[config.mk]
export PLATFORM = sky130hd
export DESIGN_NAME = pixel_stream_packer
export DESIGN_NICKNAME = d
export VERILOG_FILES = /design/src/rtl/pixel_stream_packer.sv
export SDC_FILE = /design/constraint.sdc
export NUM_CORES = 1
export LEC_CHECK = 0
export CORE_ASPECT_RATIO = 1.2
export CORE_MARGIN = 10
export CORE_UTILIZATION = 60
export CTS_CLUSTER_DIAMETER = 100
export DETAILED_ROUTE_END_ITERATION = 7
export PLACE_DENSITY = 0.8
export SETUP_SLACK_MARGIN = 0.4
export SLEW_MARGIN = 20
export SYNTH_ARGS = -nofsm -noshare
export SYNTH_HDL_FRONTEND = slang
export SYNTH_SLANG_ARGS = --single-unit
[constraint.sdc]
create_clock -name clk -period 5.9 [get_ports clk]
set_clock_uncertainty 0.1 [all_clocks]
set_input_delay 1.18 -clock clk [delete_from_list [all_inputs] [get_ports clk]]
set_output_delay 1.18 -clock clk [all_outputs]
set_load 0.1 [all_outputs]
[src/rtl/pixel_stream_packer.sv]
`default_nettype none
// +----------------------------------------------------------------------------+
// | Module      : pixel_stream_packer                                          |
// | Description : Tags shaded pixels with raster SOF/EOL, buffers them in a    |
// |               FIFO and streams them out over ready/valid. Optional         |
// |               per-frame checksum output via PIXEL_STREAM_CHECKSUM_EN.      |
// | Revision    : 1.0 - initial release                                        |
// +----------------------------------------------------------------------------+
module pixel_stream_packer #(
    parameter int PIXEL_WIDTH  = 8,
    parameter int PIXEL_HEIGHT = 8,
    parameter int FIFO_DEPTH   = 16,
    parameter int COLOR_BITS   = 8
) (
    input  logic                    clk,
    input  logic                    reset,
    input  logic                    start,
    input  logic [3*COLOR_BITS-1:0] color_in,
    input  logic                    valid_in,
    output logic [3*COLOR_BITS-1:0] m_data,
    output logic                    m_valid,
    input  logic                    m_ready,
    output logic                    m_sof,
    output logic                    m_eol,
    output logic                    busy,
    output logic                    frame_done,
    output logic                    overflow,
`ifdef PIXEL_STREAM_CHECKSUM_EN
    output logic [23:0]             frame_sum,
`endif
    output logic [15:0]             dropped_count
);

    localparam int c_DW = 3 * COLOR_BITS;
    localparam int c_EW = c_DW + 2;
    localparam int c_AW = $clog2(FIFO_DEPTH);
    localparam int c_CW = c_AW + 1;
    localparam int c_XW = (PIXEL_WIDTH  > 1) ? $clog2(PIXEL_WIDTH)  : 1;
    localparam int c_YW = (PIXEL_HEIGHT > 1) ? $clog2(PIXEL_HEIGHT) : 1;

    localparam logic [c_XW-1:0] c_X_LAST = c_XW'(PIXEL_WIDTH - 1);
    localparam logic [c_YW-1:0] c_Y_LAST = c_YW'(PIXEL_HEIGHT - 1);
    localparam logic [c_CW-1:0] c_FULL   = c_CW'(FIFO_DEPTH);

    typedef enum logic [1:0] {
        S_IDLE   = 2'd0,
        S_STREAM = 2'd1,
        S_DRAIN  = 2'd2,
        S_DONE   = 2'd3
    } state_t;

    state_t            r_state;
    state_t            w_state_nxt;
    logic [c_XW-1:0]   r_x;
    logic [c_YW-1:0]   r_y;
    logic [c_EW-1:0]   r_mem [FIFO_DEPTH];
    logic [c_AW-1:0]   r_wr_ptr;
    logic [c_AW-1:0]   r_rd_ptr;
    logic [c_CW-1:0]   r_count;
    logic              r_overflow;
    logic [15:0]       r_dropped;

    logic              w_start;
    logic              w_pixel;
    logic              w_empty;
    logic              w_full;
    logic              w_pop;
    logic              w_push;
    logic              w_drop;
    logic              w_x_last;
    logic              w_y_last;
    logic              w_sof;
    logic [c_EW-1:0]   w_head;

    assign w_start  = (r_state == S_IDLE) && start;
    assign w_pixel  = (r_state == S_STREAM) && valid_in;
    assign w_empty  = (r_count == '0);
    assign w_full   = (r_count == c_FULL);
    assign w_pop    = !w_empty && m_ready;
    // A full FIFO still takes a pixel when the head leaves in the same cycle.
    assign w_push   = w_pixel && (!w_full || w_pop);
    assign w_drop   = w_pixel && w_full && !w_pop;
    assign w_x_last = (r_x == c_X_LAST);
    assign w_y_last = (r_y == c_Y_LAST);
    assign w_sof    = (r_x == '0) && (r_y == '0);
    assign w_head   = r_mem[r_rd_ptr];

    always_ff @(posedge clk or negedge reset) begin
        if (!reset) begin
            r_state <= S_IDLE;
        end else begin
            r_state <= w_state_nxt;
        end
    end

    always_comb begin
        w_state_nxt = r_state;
        case (r_state)
            S_IDLE:   if (start) w_state_nxt = S_STREAM;
            S_STREAM: if (w_pixel && w_x_last && w_y_last) w_state_nxt = S_DRAIN;
            S_DRAIN:  if (w_empty) w_state_nxt = S_DONE;
            S_DONE:   w_state_nxt = S_IDLE;
            default:  w_state_nxt = S_IDLE;
        endcase
    end

    // Raster position advances on every pixel, dropped or not.
    always_ff @(posedge clk or negedge reset) begin
        if (!reset) begin
            r_x <= '0;
            r_y <= '0;
        end else if (w_start) begin
            r_x <= '0;
            r_y <= '0;
        end else if (w_pixel) begin
            if (w_x_last) begin
                r_x <= '0;
                r_y <= w_y_last ? '0 : r_y + 1'b1;
            end else begin
                r_x <= r_x + 1'b1;
            end
        end
    end

    always_ff @(posedge clk) begin
        if (w_push) begin
            r_mem[r_wr_ptr] <= {color_in, w_sof, w_x_last};
        end
    end

    always_ff @(posedge clk or negedge reset) begin
        if (!reset) begin
            r_wr_ptr <= '0;
            r_rd_ptr <= '0;
            r_count  <= '0;
        end else begin
            if (w_push) r_wr_ptr <= r_wr_ptr + 1'b1;
            if (w_pop)  r_rd_ptr <= r_rd_ptr + 1'b1;
            case ({w_push, w_pop})
                2'b10:   r_count <= r_count + 1'b1;
                2'b01:   r_count <= r_count - 1'b1;
                default: r_count <= r_count;
            endcase
        end
    end

    always_ff @(posedge clk or negedge reset) begin
        if (!reset) begin
            r_overflow <= 1'b0;
            r_dropped  <= '0;
        end else if (w_start) begin
            r_overflow <= 1'b0;
            r_dropped  <= '0;
        end else if (w_drop) begin
            r_overflow <= 1'b1;
            if (r_dropped != 16'hFFFF) r_dropped <= r_dropped + 1'b1;
        end
    end

`ifdef PIXEL_STREAM_CHECKSUM_EN
    logic [23:0] r_frame_sum;

    always_ff @(posedge clk or negedge reset) begin
        if (!reset) begin
            r_frame_sum <= '0;
        end else if (w_start) begin
            r_frame_sum <= '0;
        end else if (w_pop) begin
            r_frame_sum <= r_frame_sum + 24'(m_data);
        end
    end

    assign frame_sum = r_frame_sum;
`endif

    // Head entry is gated so every stream output reads zero while empty or in reset.
    assign m_valid       = !w_empty;
    assign m_data        = w_empty ? '0 : w_head[c_EW-1:2];
    assign m_sof         = !w_empty && w_head[1];
    assign m_eol         = !w_empty && w_head[0];
    assign busy          = (r_state != S_IDLE);
    assign frame_done    = (r_state == S_DONE);
    assign overflow      = r_overflow;
    assign dropped_count = r_dropped;

endmodule
`default_nettype wire

==> impl_metrics.env, run 1 <==
export IMPL_cts_hold_fix_buffers=0
export IMPL_ctsHtreeMaxLevel=2
export IMPL_holdPathStages=1
export IMPL_drive_above_1_share_pct=22.56
export IMPL_fp_coreArea_um2=29610
export IMPL_gp_congestion=0.7986
export IMPL_synthesis_area_um2=18010
export IMPL_start_util_pct=60.84
export IMPL_cp_startpoint="r_count[1]"
export IMPL_worstRegToRegCells=7
export IMPL_period_share_pct=89.53
export IMPL_die_y_um=209.8
export IMPL_area_growth_synth_to_final_pct=14.93
export IMPL_crit_end="m_data[11]"
export IMPL_rsz0062_at_grt="false"
export IMPL_synth_yosys_seq_area_share_pct=74.62
export IMPL_ys_ff_latch=454
export IMPL_ios=75
export IMPL_via_per_inst=6.481
export IMPL_finish_utilization_pct=69.92
export IMPL_finalHoldViolCount=0
export IMPL_critPathBufInv=1
export IMPL_die_x_um=178.2
export IMPL_synth_async_reset_ratio_pct=8.370
export IMPL_fin_nets=1037
export IMPL_worstPathRequired_ns=4.62
export IMPL_period_minus_slack_ns=5.282
export IMPL_grt_pass1_vias=9731
export IMPL_setup_viol=0
export IMPL_synth_top_area_share_pct=69.34
export IMPL_slew_headroom_pct=22.58
export IMPL_peakVddDrop_v=0.0005747
export IMPL_clock_sinks=454
export IMPL_syn_inst=890
export IMPL_critical_path_cell_chain="nor4_4 -> nand2_1 -> nand2b_1 -> o22ai_1 -> clkdlybuf4s50_1"
export IMPL_ant_nets=0
export IMPL_yosys_top_cells_area="edfxtp_1 69%, mux4_2 13%, dfrtp_1 5.3%"
export IMPL_worstSetupPathDepth=5
export IMPL_cts_buffers=43
export IMPL_outcome="finished, final reports clean"
export IMPL_slew_viol_final=0
export IMPL_synth_nets=938
export IMPL_synth_edf_count=416
export IMPL_rows=69
export IMPL_yosysTopAreaCell="edfxtp_1"
export IMPL_worstMarginPinSlew_ns=1.161
export IMPL_grt_pass1_wl_um=58440
export IMPL_drc=0
export IMPL_worst_setup_path_start_kind="flip-flop"
export IMPL_crit_type="flip-flop to output port"
export IMPL_synth_commonest_cells="416 x edfxtp_1, 104 x mux4_2, 54 x mux2i_1"
export IMPL_clk_insertion_delay_late_ns=0.53
export IMPL_hp_class="flip-flop to flip-flop"
export IMPL_r2r_slack_ns=2.49
export IMPL_crit_fanout=17
export IMPL_drt_iter0_markers=925
export IMPL_wl_um=38280
export IMPL_synth_flop_cell="edfxtp_1"
export IMPL_syn_avg_cell_area_um2=20.24
export IMPL_dp_hpwl_um=20710
export IMPL_antenna_found_initial=1
export IMPL_fin_area_um2=20700
export IMPL_p_leak_nw=6.845
export IMPL_vias=9170
export IMPL_critPathTopFamily="simple AND/OR/NAND/NOR gates"
export IMPL_postCtsSetupBuffers=0
export IMPL_tns_ns=0
export IMPL_clkTransAtPathRegs_ns=0.06
export IMPL_die_area_um2=37380
export IMPL_track_usage_pct=20.69
export IMPL_cts_resized=0
export IMPL_wire_per_inst_um=27.05
export IMPL_grt_overflow_total=0
export IMPL_portBuffers=74
export IMPL_cpPeakStageDelay_ns=1.03
export IMPL_critPathSlowestCell="clkdlybuf4s50_1"
export IMPL_cts_tree="yes"
export IMPL_firstDrtPassIters=5
export IMPL_grt_max_degree=52
export IMPL_ys_types=49
export IMPL_nFillCells=1734
export IMPL_timing_rr_start="r_state[1]"
export IMPL_cp_arrival_ns=4.00
export IMPL_root_buffer="clkbuf_16"
export IMPL_fmax_mhz=189.3
export IMPL_reg2reg_to="r_mem[2][8]"
export IMPL_powerDensity_nw_per_um2=511.8
export IMPL_maxCapViolCount=0
export IMPL_clk_path_buf_depth=3
export IMPL_synth_most_common_cell="edfxtp_1"
export IMPL_place_area_um2=19330
export IMPL_yosys_warnings=0
export IMPL_crit_path_end_kind="output port"
## where the power goes
group / internal (mW) / switching (mW)
Combinational: 1.35 / 2.52
Sequential: 3.71 / 0.369
Clock: 1.49 / 1.15
Total: 6.56 / 4.04
## final cells by class
class	instances	area (um2)	area share, %
timing repair buffer	96	890.9	4.303
antenna	1	2.502	0.01209
clock buffer	54	1127	5.445
clock inverter	26	214.0	1.033
multi-input combinational	381	4479	21.63
tap	390	488.0	2.357
inverter	13	48.80	0.2357
sequential	454	13450	64.98
## stage by stage
step	total power [mW]	hold WS (ns)	worst slack, ns	cells
after floorplan	7.041	0.3717	1.138	890
after global placement	7.940	0.4080	1.369	1333
after detailed placement	8.010	0.4196	1.246	1333
after CTS	10.66	0.4278	0.6531	1413
after global routing	10.97	0.4757	0.4887	1414
final	10.60	0.4357	0.6180	1415
## layer usage
metal  GRT usage, %  part of all wire (%)  routed length (um)
met4          6.366                   2.9                1092
met3          3.412                   7.1                2705
met1          27.31                    39               14760
met5              0                     0                   0
met2          34.76                    52               19720
## sequential cells by signal (all words and copies together), names as in the netlist
name,count
r_mem,416
r_rd_ptr,4
r_y,3
dropped_count,16
r_x,3
r_count,5
r_state,2
overflow,1
r_wr_ptr,4
## cells in the final DEF, fill, tap and decap left out, types with 3 or more instances in the layout
master	instances
nor2_4	12
a21oi_1	17
nand2b_1	3
nand2_1	26
inv_6	4
mux2i_1	54
bufinv_16	3
o21ai_0	8
o22ai_1	26
edfxtp_1	416
nor3_2	4
nor2_1	12
inv_1	13
dfrtp_1	35
o31ai_1	6
and3_1	5
ha_1	19
dfrtp_4	3
mux2_2	3
mux4_2	104
nand3_1	11
clkbuf_16	43
buf_4	37
xnor2_1	8
nand4_1	10
a31oi_1	4
clkbuf_1	10
clkinv_1	10
clkinv_2	7
or4_1	9
clkdlybuf4s50_1	56
nor3_1	4
or3_1	4
## cell families (layout without fill, tap and decap cells)
logic type | after synthesis | after routing | share of synthesized area (%)
DFF | 454 | 454 | 74.62
muxes | 161 | 161 | 16.19
and+or+nand+nor | 111 | 111 | 3.244
AOI/OAI and AO/OA | 81 | 81 | 2.945
buffers and inverters | 55 | 189 | 1.243
adders and majority gates | 19 | 19 | 1.320
xor gates and xnor gates | 9 | 9 | 0.4376
other | 0 | 1 | 0
## worst register-to-register path, cell delays in order, from the launching register on
cell and delay [ns]:
dfrtp_1 0.40, inv_1 0.11, ha_1 0.29, nand2_1 0.20
a21oi_1 0.53, nand2_1 0.37, nor3_2 0.81, buf_12 0.29
## worst min-delay path by stage
stage | start | end | slack (ns)
global route | r_rd_ptr[2] | r_rd_ptr[2] | 0.48
CTS | r_rd_ptr[2] | r_rd_ptr[2] | 0.43
floorplan | r_rd_ptr[2] | r_rd_ptr[2] | 0.37
global placement | r_rd_ptr[2] | r_rd_ptr[2] | 0.41
detailed placement | r_rd_ptr[2] | r_rd_ptr[2] | 0.42
finish | r_rd_ptr[2] | r_rd_ptr[2] | 0.44
Note: power is estimated with default switching activity, not from simulation.
==> inputs of run 2 (changes only) <==
CORE_MARGIN = not set   (was 10)
==> run 2 against run 1 <==
Against the previous run: sequential power decreased by 1%; clock power is 2% lower; clock-buffer cell count rose by 3; largest power group unchanged; worst setup slack improved by 0.43 ns; register-to-register slack worse by 0.05 ns; flip-flop and latch count did not move; maximum frequency rose by 8.8%.
==> impl_metrics.env, run 2 (same netlist as run 1, synthesis figures left out) <==
export IMPL_cts_buffers=42
export IMPL_crit_fanout=46
export IMPL_ff_latch_area_um2=13450
export IMPL_hp_class="flip-flop to flip-flop"
export IMPL_peakVddDrop_v=0.0004677
export IMPL_outcome="finished, final reports clean"
export IMPL_clk_path_buf_depth=3
export IMPL_drt_iter0_markers=825
export IMPL_mostFrequentLayoutCells="416 x edfxtp_1, 104 x mux4_2, 68 x clkdlybuf4s50_1"
export IMPL_setup_viol=0
export IMPL_critPathBufInv=2
export IMPL_wl_um=37490
export IMPL_grt_max_degree=52
export IMPL_grt_pass1_vias=9426
export IMPL_worstSetupPathDepth=5
export IMPL_fin_nets=1039
export IMPL_die_y_um=191.8
export IMPL_postCtsSetupBuffers=0
export IMPL_dp_slack_ns=1.511
export IMPL_slew_viol_final=0
export IMPL_worst_setup_path_start_kind="flip-flop"
export IMPL_drc=0
export IMPL_die_x_um=160.2
export IMPL_largest_register="r_mem"
export IMPL_worstPathRequired_ns=4.62
export IMPL_worstMarginPinSlew_ns=1.133
export IMPL_clk_insertion_delay_late_ns=0.53
export IMPL_root_buffer="clkbuf_16"
export IMPL_dp_hpwl_um=20170
export IMPL_cts_tree="yes"
export IMPL_finalHoldViolCount=0
export IMPL_drive_above_1_share_pct=21.60
export IMPL_vias=9168
export IMPL_wire_per_inst_um=26.51
export IMPL_nFillCells=1764
export IMPL_powerDensity_nw_per_um2=509.4
export IMPL_clkTransAtPathRegs_ns=0.06
export IMPL_total_power_mw=10.59
export IMPL_layout_setup_ws_ns=1.043
export IMPL_rows=69
export IMPL_multi_input_area_um2=4471
export IMPL_area_growth_synth_to_final_pct=15.36
export IMPL_grt_overflow_total=0
export IMPL_slew_headroom_pct=24.45
export IMPL_antenna_found_initial=1
export IMPL_firstDrtPassIters=5
export IMPL_p_leak_nw=6.840
export IMPL_tns_ns=0
export IMPL_timing_rr_start="r_state[1]"
export IMPL_period_share_pct=82.32
export IMPL_die_area_um2=30720
export IMPL_crit_type="flip-flop to output port"
export IMPL_clock_sinks=454
export IMPL_ctsHtreeMaxLevel=2
export IMPL_via_per_inst=6.484
export IMPL_layout_commonest_cell="edfxtp_1"
export IMPL_portBuffers=74
export IMPL_whs_ns=0.4244
export IMPL_largest_reg_flops=416
export IMPL_fmax_mhz=205.9
export IMPL_fp_coreArea_um2=29610
export IMPL_grt_pass1_wl_um=57110
export IMPL_cp_arrival_ns=3.58
export IMPL_crit_end="m_data[18]"
export IMPL_reg2reg_to="r_mem[14][13]"
export IMPL_rsz0062_at_grt="false"
export IMPL_ant_nets=0
export IMPL_critPathSlowestCell="clkdlybuf4s50_1"
export IMPL_maxCapViolCount=0
export IMPL_gp_congestion=0.8583
export IMPL_start_util_pct=60.84
export IMPL_critPathTopFamily="buffers and inverters"
export IMPL_cp_startpoint="r_rd_ptr[1]"
export IMPL_cpPeakStageDelay_ns=0.98
export IMPL_critical_path_cell_chain="buf_12 -> mux4_2 -> mux2i_1 -> o22ai_1 -> clkdlybuf4s50_1"
export IMPL_cts_hold_fix_buffers=0
export IMPL_crit_path_end_kind="output port"
export IMPL_track_usage_pct=25.41
export IMPL_ios=75
export IMPL_period_minus_slack_ns=4.857
export IMPL_worstRegToRegCells=7
export IMPL_cts_resized=0
export IMPL_r2r_slack_ns=2.44
[run 2: cell count changes in the layout (fill, tap and decap cells not counted), sizes merged]
cell | before | now
clkdlybuf4s50 | 56 | 68
buf | 40 | 31
clkinv | 18 | 13
inv | 17 | 13
clkbuf | 54 | 57
clkinvlp | 1 | 4
bufinv | 3 | 2
[run 2: worst min-delay path by stage]
stage                           start          end  depth (start not counted)
after floorplan           r_rd_ptr[2]  r_rd_ptr[2]                          1
after global placement       overflow     overflow                          2
after detailed placement  r_rd_ptr[2]  r_rd_ptr[2]                          1
after CTS                 r_rd_ptr[2]  r_rd_ptr[2]                          1
after global routing         overflow     overflow                          2
final                     r_rd_ptr[2]  r_rd_ptr[2]                          1
[run 2: per-stage QoR]
stage	cell area, um2	std cells	utilization, %
after global placement	19450	1337	65.69
final	20780	1414	70.18
after detailed placement	19450	1337	65.69
after CTS	20770	1413	70.15
after global routing	20780	1413	70.17
after floorplan	18010	890	-
[run 2: worst reg2reg max path: stages, from the launching register on]
cell and delay (ns):
dfrtp_1 0.41, inv_1 0.12, ha_1 0.28, nand2_1 0.21, a21oi_1 0.59, nand2_1 0.38, nor2_4 0.79, buf_4 0.30
[run 2: metal layers]
| layer | global-route usage (%) | routed length, um |
|---|---|---|
| met2 | 44.82 | 19690 |
| met4 | 7.436 | 840 |
| met5 | 0 | 0 |
| met3 | 4.081 | 2418 |
| met1 | 32.87 | 14540 |
[run 2: area by class of cell]
cell class | count | area share, %
multi-input combinational | 381 | 21.51
clock buffer | 57 | 5.635
clock inverter | 19 | 0.7164
antenna | 1 | 0.01204
sequential | 454 | 64.74
inverter | 13 | 0.2348
tap | 390 | 2.348
timing repair buffer | 99 | 4.804
[run 2: power by group]
group          internal [mW]  switching (mW)  total (mW)
sequential              3.71           0.317        4.03
clock                   1.48            1.12        2.61
combinational           1.41            2.55        3.95
==> inputs of run 3 (changes only) <==
CORE_UTILIZATION = 54   (was 60)
PLACE_DENSITY = 0.76   (was 0.8)
clock period = 3.9 ns   (was 5.9 ns; I/O delays follow)
==> run 3 against run 2 <==
Against the previous run: design area grew 4.9%; critical path depth grew 2; global-route usage shrank 1.7 points; largest cell class unchanged.
==> impl_metrics.env, run 3 (same netlist as run 1, synthesis figures left out) <==
export IMPL_worst_setup_path_start_kind="flip-flop"
export IMPL_r2r_slack_ns=1.24
export IMPL_ant_nets=0
export IMPL_ctsHtreeMaxLevel=2
export IMPL_die_area_um2=34100
export IMPL_dp_hpwl_um=22150
export IMPL_largest_register="r_mem"
export IMPL_grt_max_degree=39
export IMPL_largest_reg_flops=416
export IMPL_layout_commonest_cell="edfxtp_1"
export IMPL_p_leak_nw=7.227
export IMPL_ios=75
export IMPL_outcome="finished, final reports clean"
export IMPL_setup_viol=0
export IMPL_clock_sinks=454
export IMPL_wire_per_inst_um=26.40
export IMPL_via_per_inst=6.184
export IMPL_grt_overflow_total=0
export IMPL_timing_rr_start="r_state[1]"
export IMPL_seq_power_share_pct=34.0
export IMPL_slew_headroom_pct=34.50
export IMPL_n_antenna_cell=0
export IMPL_drc=0
export IMPL_pwr_share_clk_pct=24.0
export IMPL_cts_buffers=44
export IMPL_grt_pass1_vias=9541
export IMPL_fmax_mhz=288.0
export IMPL_crit_path_end_kind="output port"
export IMPL_gp_congestion=0.7838
export IMPL_p_int_mw=10.83
export IMPL_layout_setup_ws_ns=0.4277
export IMPL_die_x_um=168.7
export IMPL_critPathSlowestCell="mux4_2"
export IMPL_crit_type="flip-flop to output port"
export IMPL_crit_top_cell="buf_6"
export IMPL_drive_above_1_share_pct=31.02
export IMPL_antenna_found_initial=0
export IMPL_peakVddDrop_v=0.0007742
export IMPL_crit_fanout=10
export IMPL_period_minus_slack_ns=3.472
export IMPL_maxCapViolCount=0
export IMPL_period_share_pct=89.03
export IMPL_p_comb_share_pct=42.1
export IMPL_start_util_pct=55.39
export IMPL_fin_nets=1066
export IMPL_cts_hold_fix_buffers=0
export IMPL_die_y_um=202.1
export IMPL_worstPathRequired_ns=3.02
export IMPL_clk_path_buf_depth=3
export IMPL_clk_insertion_delay_late_ns=0.55
export IMPL_clkTransAtPathRegs_ns=0.06
export IMPL_firstDrtPassIters=5
export IMPL_drt_iter0_markers=762
export IMPL_dp_slack_ns=0.5865
export IMPL_powerDensity_nw_per_um2=804.1
export IMPL_critical_path_cell_chain="buf_6 -> buf_6 -> clkbuf_16 -> mux4_2 -> mux2i_2 -> o22ai_2 -> buf_12"
export IMPL_rows=72
export IMPL_finalHoldViolCount=0
export IMPL_cp_arrival_ns=2.59
export IMPL_worstMarginPinSlew_ns=0.9794
export IMPL_tns_ns=0
export IMPL_hp_class="primary input to asynchronous set/reset pin"
export IMPL_mostFrequentLayoutCells="416 x edfxtp_1, 104 x mux4_2, 51 x clkbuf_16"
export IMPL_track_usage_pct=23.74
export IMPL_portBuffers=74
export IMPL_fp_coreArea_um2=32520
export IMPL_root_buffer="clkbuf_16"
export IMPL_area_growth_synth_to_final_pct=20.99
export IMPL_vias=9263
export IMPL_rsz0062_at_grt="false"
export IMPL_reg2reg_to="r_mem[15][21]"
export IMPL_switchingPower_mw=6.694
export IMPL_cpPeakStageDelay_ns=0.54
export IMPL_nFillCells=2015
export IMPL_wl_um=39550
export IMPL_grt_pass1_wl_um=58690
export IMPL_worstRegToRegCells=8
export IMPL_swShare_pct=38.19
export IMPL_slew_viol_final=0
export IMPL_cts_tree="yes"
## run 3: cell types whose count changed in the layout (fill, tap and decap cells not counted), sizes merged
cell	before	now
clkinv	13	25
clkdlybuf4s50	68	45
clkinvlp	4	3
buf	31	74
bufinv	2	4
diode	1	0
clkbuf	57	55
## run 3: power by group through the flow
stage	combinational, mW	sequential (mW)	clock (mW)
3_5_place_dp	6.77	6.06	0
5_1_grt	7.72	5.97	4.44
3_3_place_gp	6.70	6.05	0
4_1_cts	7.05	5.95	4.26
6_report	7.37	5.95	4.20
2_1_floorplan	5.24	5.81	0
## run 3: worst max-delay path by stage
| stage | slack (ns) | cells past startpoint | start | to |
|---|---|---|---|---|
| global route | 0.36 | 6 | r_rd_ptr[0] | m_data[10] |
| detailed placement | 0.59 | 7 | m_ready | r_mem[9][19] |
| floorplan | 0.43 | 7 | r_count[1] | m_data[10] |
| CTS | 0.36 | 5 | r_rd_ptr[0] | m_data[5] |
| global placement | 0.65 | 7 | m_ready | r_mem[15][16] |
| finish | 0.43 | 7 | r_rd_ptr[0] | m_data[17] |
## run 3: final cells by class
type | count | area (um2) | area share [%]
inverters | 13 | 48.80 | 0.2239
well taps | 444 | 555.5 | 2.549
clock inverters | 32 | 274.0 | 1.257
flip-flops and latches | 454 | 13450 | 61.73
multi-input cells | 381 | 4828 | 22.15
clock buffers | 50 | 1166 | 5.350
repair buffers | 124 | 1469 | 6.739
## run 3: stage by stage
stage / util, % / area, um2 / hold WS (ns) / power, mW / std cells
floorplan: - / 18260 / 0.3717 / 11.04 / 890
global placement: 61.33 / 19950 / 0.3922 / 12.75 / 1400
detailed placement: 61.36 / 19960 / 0.3980 / 12.84 / 1400
CTS: 66.23 / 21540 / 0.2652 / 17.26 / 1489
global route: 67.02 / 21800 / 0.3164 / 18.14 / 1498
finish: 67.02 / 21800 / 0.2525 / 17.53 / 1498
## run 3: routing by layer
layer	vias up	part of all wire, %	track usage, %	wire length, um
met5	-	0	0	0
li1	3965	-	-	-
met1	4866	39	32.65	15540
met2	376	52	39.12	20380
met4	0	2.3	7.760	897
met3	56	6.9	3.857	2733
## run 3: worst max-delay path, delay by kind of cell, from the launching register on
family | cells | cell delay [ns]
multiplexers | 2 | 0.77
flip-flops | 1 | 0.47
AO/OA/AOI/OAI | 1 | 0.14
buffers and inverters | 4 | 0.67
## run 3: what timing repair did
item                                    in CTS  in global routing
endpoints found under the setup margin      26                 26
gates cloned                                 2                  5
buffers inserted                             5                  4
gates resized for setup                     11                 22
pin swaps                                    1                  1
==> variant 1 (settings of run 1) <==
One comparison of `r_count` changes from == to >=.
--- a/src/rtl/pixel_stream_packer.sv
+++ b/src/rtl/pixel_stream_packer.sv
@@ -76,5 +76,5 @@
     assign w_pixel  = (r_state == S_STREAM) && valid_in;
     assign w_empty  = (r_count == '0);
-    assign w_full   = (r_count == c_FULL);
+    assign w_full   = (r_count >= c_FULL);
     assign w_pop    = !w_empty && m_ready;
     // A full FIFO still takes a pixel when the head leaves in the same cycle.
Formal check against the unedited RTL: same outputs for any inputs over 4 cycles, from zero or initial values and one cycle with reset low; that may be too few to reach the edited logic, so the function may still have changed.
==> variant 1 against run 1 <==
Synthesized cell count is the same. Routed wire length increased by 2.8%. Sequential cell count is the same. Combinational power grew 8.0%. Sequential power is essentially flat. Synthesized area rose by 0.35%. Final area is 1.6% higher. Power increased by 3.3%. First-iteration DRC count shrank 8.9%. Critical path depth is the same. Setup slack improved by 180 ps. Critical endpoint is now m_data[12].
==> variant 1: results (changes against run 1) <==
status completed (unchanged); min-delay worst type reg -> reg (unchanged); syn_nets 939 (was 938); clk buf depth 3 (unchanged); drt pass-1 iters 7 (was 5); R2R Setup Slk approximately 2500 ps; clock-pin slew of the registers on the worst-case setup and hold paths 70 ps; Critical Path AT 3820 ps (was 4000 ps); Placement Setup Slack 1350 ps (was 1250 ps); final std cells w/o fill 1,422 (was 1,415); synthesis warning total 0 (unchanged); cts bufs inserted 43 (unchanged); crit-path max cell delay 1010 ps (was 1030 ps); Resized Gates After CTS 0 (unchanged); fmax 0.196 GHz (was 0.189 GHz); ys async rst share 8.37% (unchanged); DR WL/cell 27.7 um (was 27.1 um); Final Net Count 1,047 (was 1,037); sequential area share after synthesis 74.4% (was 74.6%); pin count of the biggest net entering global routing 49 (was 52); placer congestion estimate 0.768 (was 0.799); total global routing track utilization 21.2% (was 20.7%); Max VDD drop 570 uV (was 575 uV); DP Cell Count 1,336 (was 1,333); Fill cells 1,723 (was 1,734); synth unique cells 54 (was 49); post-CTS repair timing setup buffer count 0 (unchanged); Synth area leaders edfxtp_1, mux4_2, dfrtp_1 (unchanged); most flop-heavy register r_mem (unchanged); max-slew violations 0 (unchanged); HPWL after detailed placement 20,500 um (was 20,700 um); leakage power 0.00699 uW (was 0.00685 uW); cell family with most CP delay buffers and inverters (was simple AND/OR/NAND/NOR gates); Worst slew margin 24.2% (was 22.6%); Critical-path top delay cell dfrtp_4 (was clkdlybuf4s50_1); cell count after synthesis 890 (unchanged); max FFs per register 416 (unchanged); initial antenna violation count 1 (unchanged); first-pass GRT wire length 59,400 um (was 58,400 um); synth cell count leaders edfxtp_1, mux4_2, mux2i_1 (unchanged); clk_lat worst skew 530 ps (about the same); port bufs 74 (unchanged); EDFF count, synth 416 (unchanged); Worst Path Max Fanout 44 (was 17); layout cells sized above 1 23.4% (was 22.6%); n_diodes 0 (was 1); CTS root buf clkbuf_16 (unchanged); Clock H-tree levels 2 (unchanged); vias in the first global route 9,513 (was 9,731); via count 9,068 (was 9,170); Iteration-0 DRC Markers 843 (was 925)
variant 1: logic make-up after synthesis:
logic type | after synthesis | share of synthesized area, %
simple gates | 114 | 3.38
compound gates | 62 | 2.25
mux | 163 | 16.2
buf+inv | 57 | 1.41
fa+ha+maj | 20 | 1.38
flops | 454 | 74.4
xor+xnor | 20 | 0.969
variant 1: per-layer routing:
metal | share of wire [%] | global-route usage, % | vias up
met1 | 39 | 28.4 | 4735
met2 | 52 | 35.2 | 402
met5 | 0.020 | 0 | -
met3 | 6.7 | 3.81 | 71
li1 | - | - | 3858
met4 | 2.1 | 6.19 | 2
variant 1: worst min-delay path, stage by stage (launching register included):
cell and delay [ps]:
dfrtp_1 380, inv_1 50, a21oi_1 50
variant 1: power breakdown:
group | leakage [uW] | internal [uW] | switching, uW
Sequential | 0.00424 | 3720 | 377
Combinational | 0.00209 | 1480 | 2700
Clock | 0.000658 | 1530 | 1150
Total | 0.00699 | 6720 | 4220
variant 1: per-stage QoR:
stage                     area (um2)  util [%]  hold WS [ps]
after global placement         19400      65.4           399
after detailed placement       19500      65.6           402
after floorplan                18100         -           378
after global routing           21000      70.8           443
after CTS                      20800      70.2           414
final                          21000      70.8           420
variant 1: cell type report:
type                    instances  area share [%]
flip-flops and latches        454            64.0
inverters                      13           0.232
well taps                     390            2.32
clock buffers                  52            5.48
clock inverters                27            1.04
multi-input cells             379            21.4
repair buffers                107            5.51
variant 1: worst paths after layout:
path,to,startpoint,cells past startpoint
max,m_data[12],r_rd_ptr[0],5
min,overflow,overflow,2
max reg2reg,r_count[4],r_state[1],12
min reg2reg,overflow,overflow,2
max in group asynchronous,r_rd_ptr[1],reset,1
min in group asynchronous,r_count[2],reset,1
==> variant 2 (settings of run 1) <==
Made on the original files. Set the parameter `COLOR_BITS` to 10 (it was 8).
--- a/src/rtl/pixel_stream_packer.sv
+++ b/src/rtl/pixel_stream_packer.sv
@@ -11,5 +11,5 @@
     parameter int PIXEL_HEIGHT = 8,
     parameter int FIFO_DEPTH   = 16,
-    parameter int COLOR_BITS   = 8
+    parameter int COLOR_BITS   = 10
 ) (
     input  logic                    clk,
Ports: changed (resized color_in and m_data); port bits go from 75 to 87. No check against the original RTL was run, so the function may have changed too.
==> variant 2 against run 1 <==
Sequential power grew 17%. Via count grew 18%. Die area grew 18%. First-iteration DRC count grew 12%. Power is 21% higher. Sequential cell count is 96 higher. Hold slack lost 9.0 ps. Largest cell class unchanged. Final area grew 20%. Routed wire length is 21% higher. Synthesized area up 20%. Maximum frequency increased by 3.9%. Setup slack better by 200 ps. Final cell count rose by 17%. Critical path type unchanged.
==> variant 2: results (changes against run 1) <==
via count 10,844 (was 9,170); clk_lat worst skew 570 ps (was 530 ps); max FFs per register 512 (was 416); worst r2r dst r_mem[13][19] (was r_mem[2][8]); Compound-Gate Fraction of Synth Area 2.61% (was 2.94%); sequential area share after synthesis 75.4% (was 74.6%); Worst Tran Pin Value 1010 ps (was 1160 ps); final period utilization 86.2% (was 89.5%); layout cells sized above 1 22.0% (was 22.6%); EDFF count, synth 512 (was 416); R2R Setup Slk 2560 ps (was 2490 ps); synth unique cells 50 (was 49); cell family with most CP delay buffers and inverters (was simple AND/OR/NAND/NOR gates); hold path startpoint overflow (was r_rd_ptr[2]); placed instance area 23,300 um2 (was 19,300 um2); post-synthesis xor/xnor area fraction 0.364% (was 0.438%); cts bufs inserted 50 (was 43); total global routing track utilization 20.9% (was 20.7%); n_diodes 0 (was 1); CP startpoint r_rd_ptr[0] (was r_count[1]); Placement Setup Slack 1170 ps (was 1250 ps); synth cell count leaders edfxtp_1, mux4_2, mux2i_1 (unchanged); crit-path max cell delay 1000 ps (was 1030 ps); port bufs 86 (was 74); Max VDD drop 572 uV (was 575 uV); Critical-path top delay cell clkdlybuf4s50_1 (unchanged); leakage power 0.00816 uW (was 0.00685 uW); Finish-stage setup viols 0 (unchanged); multiplexer share of the synthesized area 16.5% (was 16.2%); Fill cells 2,163 (was 1,734); adder and majority gate portion of the synthesized area 1.10% (was 1.32%); ys async rst share 6.91% (was 8.37%); Iteration-0 DRC Markers 1,034 (was 925); Final Net Count 1,209 (was 1,037); HPWL after detailed placement 25,000 um (was 20,700 um); worst setup path end m_data[14] (was m_data[11]); Worst Path Max Fanout 24 (was 17); Synth area leaders edfxtp_1, mux4_2, dfrtp_1 (unchanged); Syn Area/Cell 20.9 um2 (was 20.2 um2); WL final 46,200 um (was 38,300 um); syn_nets 1,090 (was 938); first-pass GRT wire length 71,000 um (was 58,400 um); status completed (unchanged); placer congestion estimate 0.774 (was 0.799); DR WL/cell 27.8 um (was 27.1 um); Hold WS 427 ps (was 436 ps); Hold EP overflow (was r_rd_ptr[2])
-- variant 2: cell count changes after synthesis, sizes merged, moves of 3 or more --
cell | run 1 | this run
and4 | 2 | 5
clkbuf | 23 | 34
edfxtp | 416 | 512
mux2i | 54 | 66
mux4 | 104 | 128
nor2 | 24 | 18
o22ai | 26 | 32
-- variant 2: where the power goes --
group / internal (uW) / leakage (uW) / switching, uW
Combinational: 1660 / 0.00227 / 3110
Sequential: 4480 / 0.00510 / 311
Clock: 1860 / 0.000785 / 1360
-- variant 2: final cells by class --
type	instances	area [um2]	share of cell area, %
sequential	550	16300	65.5
multi-input combinational	420	5190	20.8
clock buffer	66	1370	5.51
timing repair buffer	120	1140	4.56
tap	468	586	2.35
clock inverter	24	258	1.03
inverter	13	48.8	0.196
-- variant 2: metal layers --
metal  share of wire, %  global-route usage, %
met5              0.028                      0
met3                7.6                   3.89
met1                 38                   27.3
met2                 52                   35.2
met4                2.4                   5.87
